`config.mk`:
```
export PLATFORM = sky130hd
export DESIGN_NAME = qspi_host
export DESIGN_NICKNAME = d
export VERILOG_FILES = /design/src/rtl/qspi_host.sv
export SDC_FILE = /design/constraint.sdc
export NUM_CORES = 1
export LEC_CHECK = 0
export CAP_MARGIN = 25
export CELL_PAD_IN_SITES_DETAIL_PLACEMENT = 1
export CELL_PAD_IN_SITES_GLOBAL_PLACEMENT = 2
export CORE_MARGIN = 1.5
export CORE_UTILIZATION = 33
export DETAILED_ROUTE_END_ITERATION = 6
export PLACE_DENSITY = 0.82
export SYNTH_ARGS = -nofsm -noshare
export SYNTH_HDL_FRONTEND = slang
export SYNTH_SLANG_ARGS = --single-unit
export TNS_END_PERCENT = 20
```
`constraint.sdc`:
```
create_clock -name clk -period 2.7 [get_ports clk]
set_input_delay 0.405 -clock clk [delete_from_list [all_inputs] [get_ports clk]]
set_output_delay 0.405 -clock clk [all_outputs]
set_load 0.005 [all_outputs]
```
`src/rtl/qspi_host.sv`:
```
`default_nettype none
// ============================================================================
// qspi_host : QSPI initiator, 4-bit cmd/dummy/payload frames, SPI mode 0
// Revision  : 1.0
// ============================================================================
module qspi_host #(
    parameter int CLK_DIV      = 2,
    parameter int DUMMY_CYCLES = 2,
    parameter int CS_HOLD      = 2,
    parameter int LEN_W        = 16
) (
    input  logic             clk,
    input  logic             async_nreset,
    input  logic             start,
    input  logic [7:0]       cmd,
    input  logic             rd,
    input  logic [LEN_W-1:0] len,
    input  logic [7:0]       tx_data,
    input  logic             tx_valid,
    output logic             tx_ready,
    output logic [7:0]       rx_data,
    output logic             rx_valid,
    output logic             busy,
    output logic             done,
    output logic             qspi_clk,
    output logic             qspi_ncs,
    output logic [3:0]       qspi_io_out,
    output logic [3:0]       qspi_io_oe,
    input  logic [3:0]       qspi_io_in
);
    localparam int DIV_W  = $clog2(CLK_DIV + 1);
    localparam int DUM_W  = $clog2(DUMMY_CYCLES + 1);
    localparam int HOLD_W = $clog2(CS_HOLD + 1);

    typedef enum logic [2:0] {
        S_IDLE  = 3'd0,
        S_CMD   = 3'd1,
        S_DUMMY = 3'd2,
        S_READ  = 3'd3,
        S_WRITE = 3'd4,
        S_HOLD  = 3'd5
    } state_t;

    state_t            state, state_nx;
    logic [DIV_W-1:0]  div_cnt;
    logic [DUM_W-1:0]  dum_cnt;
    logic [HOLD_W-1:0] hold_cnt;
    logic [LEN_W-1:0]  cnt;
    logic              rd_lat, nib, stall, have_byte;
    logic [7:0]        tx_buf;
    logic [3:0]        lo_nib, rx_hi;

    logic              active, phase_end, rise, fall, need_byte, take, byte_ok;
    logic              dum_last, hold_last;
    logic [7:0]        byte_in;

    always_comb begin
        active    = (state == S_CMD) || (state == S_DUMMY) || (state == S_READ) || (state == S_WRITE);
        phase_end = (div_cnt == DIV_W'(CLK_DIV - 1));
        rise      = active && !stall && phase_end && !qspi_clk;
        fall      = active && !stall && phase_end && qspi_clk;
        // A byte is wanted during the final high phase of the current byte, or while stalled.
        need_byte = ((state == S_CMD) || (state == S_WRITE)) && nib && !rd_lat && (cnt != '0);
        tx_ready  = need_byte && (qspi_clk || stall) && !have_byte;
        take      = tx_valid && tx_ready;
        byte_ok   = have_byte || take;
        byte_in   = have_byte ? tx_buf : tx_data;
        dum_last  = (dum_cnt == DUM_W'(DUMMY_CYCLES - 1));
        hold_last = (hold_cnt == HOLD_W'(CS_HOLD - 1));
    end

    always_ff @(posedge clk or negedge async_nreset) begin
        if (!async_nreset) state <= S_IDLE;
        else               state <= state_nx;
    end

    always_comb begin
        state_nx = state;
        case (state)
            S_IDLE:  if (start) state_nx = S_CMD;
            S_CMD:   if (fall && nib) state_nx = (cnt == '0) ? S_HOLD : (rd_lat ? S_DUMMY : S_WRITE);
            S_DUMMY: if (fall && dum_last) state_nx = S_READ;
            S_READ:  if (fall && nib && (cnt == LEN_W'(1))) state_nx = S_HOLD;
            S_WRITE: if (fall && nib && (cnt == '0)) state_nx = S_HOLD;
            S_HOLD:  if (hold_last) state_nx = S_IDLE;
            default: state_nx = S_IDLE;
        endcase
    end

    always_ff @(posedge clk or negedge async_nreset) begin
        if (!async_nreset) begin
            qspi_ncs    <= 1'b1;
            qspi_clk    <= 1'b0;
            qspi_io_oe  <= 4'h0;
            qspi_io_out <= 4'h0;
            busy        <= 1'b0;
            done        <= 1'b0;
            rx_valid    <= 1'b0;
            rx_data     <= 8'h00;
            rx_hi       <= 4'h0;
            lo_nib      <= 4'h0;
            tx_buf      <= 8'h00;
            have_byte   <= 1'b0;
            stall       <= 1'b0;
            nib         <= 1'b0;
            rd_lat      <= 1'b0;
            cnt         <= '0;
            div_cnt     <= '0;
            dum_cnt     <= '0;
            hold_cnt    <= '0;
        end else begin
            done     <= 1'b0;
            rx_valid <= 1'b0;
            if (take) begin
                tx_buf    <= tx_data;
                have_byte <= 1'b1;
            end
            if (state == S_IDLE) begin
                dum_cnt  <= '0;
                hold_cnt <= '0;
                if (start) begin
                    qspi_ncs    <= 1'b0;
                    busy        <= 1'b1;
                    qspi_io_oe  <= 4'hF;
                    qspi_io_out <= cmd[7:4];
                    lo_nib      <= cmd[3:0];
                    rd_lat      <= rd;
                    cnt         <= len;
                    nib         <= 1'b0;
                    div_cnt     <= '0;
                    qspi_clk    <= 1'b0;
                    stall       <= 1'b0;
                    have_byte   <= 1'b0;
                end
            end else if (state == S_HOLD) begin
                hold_cnt <= hold_cnt + 1'b1;
                if (hold_last) begin
                    qspi_ncs   <= 1'b1;
                    qspi_io_oe <= 4'h0;
                    busy       <= 1'b0;
                    done       <= 1'b1;
                end
            end else if (stall) begin
                // sck parked low, io held; the new byte's low phase begins next cycle.
                if (take) begin
                    qspi_io_out <= tx_data[7:4];
                    lo_nib      <= tx_data[3:0];
                    cnt         <= cnt - LEN_W'(1);
                    nib         <= 1'b0;
                    div_cnt     <= '0;
                    stall       <= 1'b0;
                    have_byte   <= 1'b0;
                end
            end else begin
                div_cnt <= phase_end ? '0 : div_cnt + 1'b1;
                if (rise) begin
                    qspi_clk <= 1'b1;
                    if (state == S_READ) begin
                        if (!nib) begin
                            rx_hi <= qspi_io_in;
                        end else begin
                            rx_data  <= {rx_hi, qspi_io_in};
                            rx_valid <= 1'b1;
                        end
                    end
                end
                if (fall) begin
                    qspi_clk <= 1'b0;
                    case (state)
                        S_DUMMY: dum_cnt <= dum_cnt + 1'b1;
                        S_READ: begin
                            nib <= ~nib;
                            if (nib) cnt <= cnt - LEN_W'(1);
                        end
                        default: begin
                            if (!nib) begin
                                qspi_io_out <= lo_nib;
                                nib         <= 1'b1;
                            end else if (cnt != '0) begin
                                if (rd_lat) begin
                                    qspi_io_oe <= 4'h0;
                                    nib        <= 1'b0;
                                end else if (byte_ok) begin
                                    qspi_io_out <= byte_in[7:4];
                                    lo_nib      <= byte_in[3:0];
                                    cnt         <= cnt - LEN_W'(1);
                                    nib         <= 1'b0;
                                    have_byte   <= 1'b0;
                                end else begin
                                    stall <= 1'b1;
                                end
                            end
                        end
                    endcase
                end
            end
        end
    end
endmodule
`default_nettype wire
```
==> flow_summary.ini <==
[sta]
fmax_ghz = 0.3873
hold_violations = 0
slew_violations = 0
maxSlewHeadroom = 0.4385
finClkSkew_ns = 0.009823
period_share = 0.9562
finalSetupViolCount = 0
tns_ns = 0
rsz0062_at_grt = no
worstMarginPinSlew_ns = 0.8372
finalCriticalPeriod_ns = 2.582

[routing]
vias = 3159
dr.pass1.iters = 4
wirelength_mm = 9.994
post_drt_wl_per_cell_um = 16.71
drc = 0
drt_iter0_drc = 107
routed_via_density = 5.283
ant_nets = 0

[cts]
max-clock-path-buffers = 2
htreeDepth = 3
path_clk_slew_ns = 0.08
clock-sinks = 63
clock-root-buffer = clkbuf_8
ctsHoldBuffers = 0
tritoncts = built
clock_latency_ns = 0.35
cts_inserted_buffers = 9

[synthesis]
netlist_instances = 384
synth.net_count = 429
yosysSeqAreaShare = 0.4321
synth_top_cell_by_area = dfrtp_1
yosys.cell_types.count = 61
yosysMostFrequentCell = dfrtp_1
synth_common_cells = dfrtp_1 (62), nor2_1 (45), a21oi_1 (34)
ys_top_cells_by_area = dfrtp_1 (42%), mux2_2 (5.9%), a21oi_1 (4.7%), nor2_1 (4.6%), mux2_4 (3.3%)
synth_edf_count = 0
ys_warn_count = 0
ys.flop_type = dfrtp_1
async_reset_ff_frac = 1.000
ys_ff_latch = 63
syn_area_per_cell_um2 = 9.508
synth_top_area_frac = 0.4249
netlist_area_mm2 = 0.003651

[global_route]
grt_first_pass_wirelength_mm = 16.75
antenna_found_initial = 0
grt_max_degree = 37
grt_pass1_vias = 3264
grt-ovfl-total = 0
grt_util_all_layers = 0.1852

[min_path]
hold_class = input pin to async pin

[setup_path]
critPathMaxStageDelay_ns = 0.42
startpoint = cnt[0]
crit_chain = inv_1 -> ha_2 -> or3b_4 -> or2_4 -> o2111a_2 -> o221ai_4 -> buf_12 -> a21oi_1 -> o22a_2
crit_end = cnt[4]
critical_path_class = flip-flop to flip-flop
cp.depth = 9
start_kind = flip-flop
rr_endpoint = cnt[4]
critPathCaptureType = flip-flop
cp_num_buf_inv = 2
path_max_fanout = 20
reg2reg_slack_ns = 0.12
critPathSlowestCell = or3b_4
critPathTopFamily = compound AO/OA/AOI/OAI gates
rr_worst_depth = 9
critical_path_required_ns = 2.95
r2r-start = cnt[0]
arrival_ns = 2.83

[die]
start_util = 0.3383
die_h_um = 108.2
rows = 38
die_area_mm2 = 0.01170
chipWidth_um = 108.2
pin_count = 63
core_mm2 = 0.01079

[pwr]
power_density_mw_per_mm2 = 1160
total_power_mw = 5.514
peakVddDrop_mv = 0.3378
power_leakage_nw = 2.012

[final_layout]
n_antenna_cell = 0
drive_gt1_frac = 0.1943
syn_to_final_growth_pct = 30.23
nNetsFinal = 498
nFillCells = 1223

[outcome]
status = complete, no violations

[flow_run]
drv_cap = 0

[placement]
dpl.hpwl_mm = 7.301
port_buffers = 62
routabilityCongestion = 0.8214
-- cell usage in the layout (no fill, tap or decap), drive strengths merged, types with 5 or more instances in the layout --
| master | n |
|---|---|
| a211oi | 6 |
| a21o | 5 |
| a21oi | 34 |
| a22o | 6 |
| a31oi | 11 |
| buf | 24 |
| clkbuf | 9 |
| clkdlybuf4s50 | 60 |
| dfrtp | 62 |
| inv | 16 |
| mux2 | 27 |
| mux2i | 7 |
| nand2 | 30 |
| nand3 | 7 |
| nor2 | 45 |
| nor2b | 5 |
| nor3 | 7 |
| nor4 | 7 |
| o21ai | 18 |
| o22a | 8 |
| or2 | 5 |
-- through the flow --
stage / hold slack [ns] / worst slack, ns / area (µm²) / instances / util
2_1_floorplan: 0.1094 / 0.2486 / 3651 / 384 / -
3_3_place_gp: 0.4494 / 0.08046 / 4508 / 581 / 0.4177
3_5_place_dp: 0.4571 / -0.009986 / 4508 / 581 / 0.4177
4_1_cts: 0.1084 / 0.01833 / 4743 / 598 / 0.4395
5_1_grt: 0.1394 / 0.01797 / 4755 / 598 / 0.4405
6_report: 0.08438 / 0.1182 / 4755 / 598 / 0.4405
-- worst min path at each step --
stage                 startpoint  slack (ns)   endpoint  cells past startpoint
finish              async_nreset        0.08  tx_buf[2]                      1
global route        async_nreset        0.14  tx_buf[2]                      1
detailed placement      qspi_ncs        0.46   qspi_ncs                      2
CTS                 async_nreset        0.11  tx_buf[2]                      1
floorplan           async_nreset        0.11       busy                      0
global placement        qspi_ncs        0.45   qspi_ncs                      2
-- report_power, final --
group          switching, mW  total, mW  internal, mW
logic                   1.45       2.84          1.39
clock network          0.433      0.964         0.531
registers              0.357       1.71          1.36
total                   2.24       5.51          3.28
-- registers in the layout (all words and copies together) (netlist names), 2 cells and up --
name / flops
cnt: 16
div_cnt: 2
dum_cnt: 2
hold_cnt: 2
lo_nib: 4
qspi_io_out: 4
rx_data: 8
rx_hi: 4
state: 3
tx_buf: 8
-- what timing repair did --
item                                    in CTS  in global routing
setup buffers                                1                  0
gates resized for setup                      4                  1
pin swaps                                    0                  1
endpoints found under the setup margin       5                 11
-- routing by layer --
metal	vias to the layer above	track usage	wire length [µm]
li1	1531	-	-
met1	1568	0.2489	4773
met2	48	0.2993	4817
met3	12	0.02954	248
met4	0	0.07143	155
met5	-	0	0
-- cell families after synthesis --
kind of cell               synth area share
DFF                                  0.4321
muxes                                0.1107
and+or+nand+nor                      0.1758
buffers and inverters               0.04695
AOI/OAI and AO/OA                    0.2159
xor gates and xnor gates           0.004799
adders and majority gates           0.01371
-- final cells by class --
cell class	instances	area, µm²	share of cell area
multi-input cells	282	1921	0.4039
flip-flops and latches	63	1578	0.3318
repair buffers	85	812.0	0.1708
well taps	140	175.2	0.03684
clock buffers	9	123.9	0.02605
clock inverters	7	100.1	0.02105
inverters	12	45.04	0.009474
(Power assumes the default switching activity.)
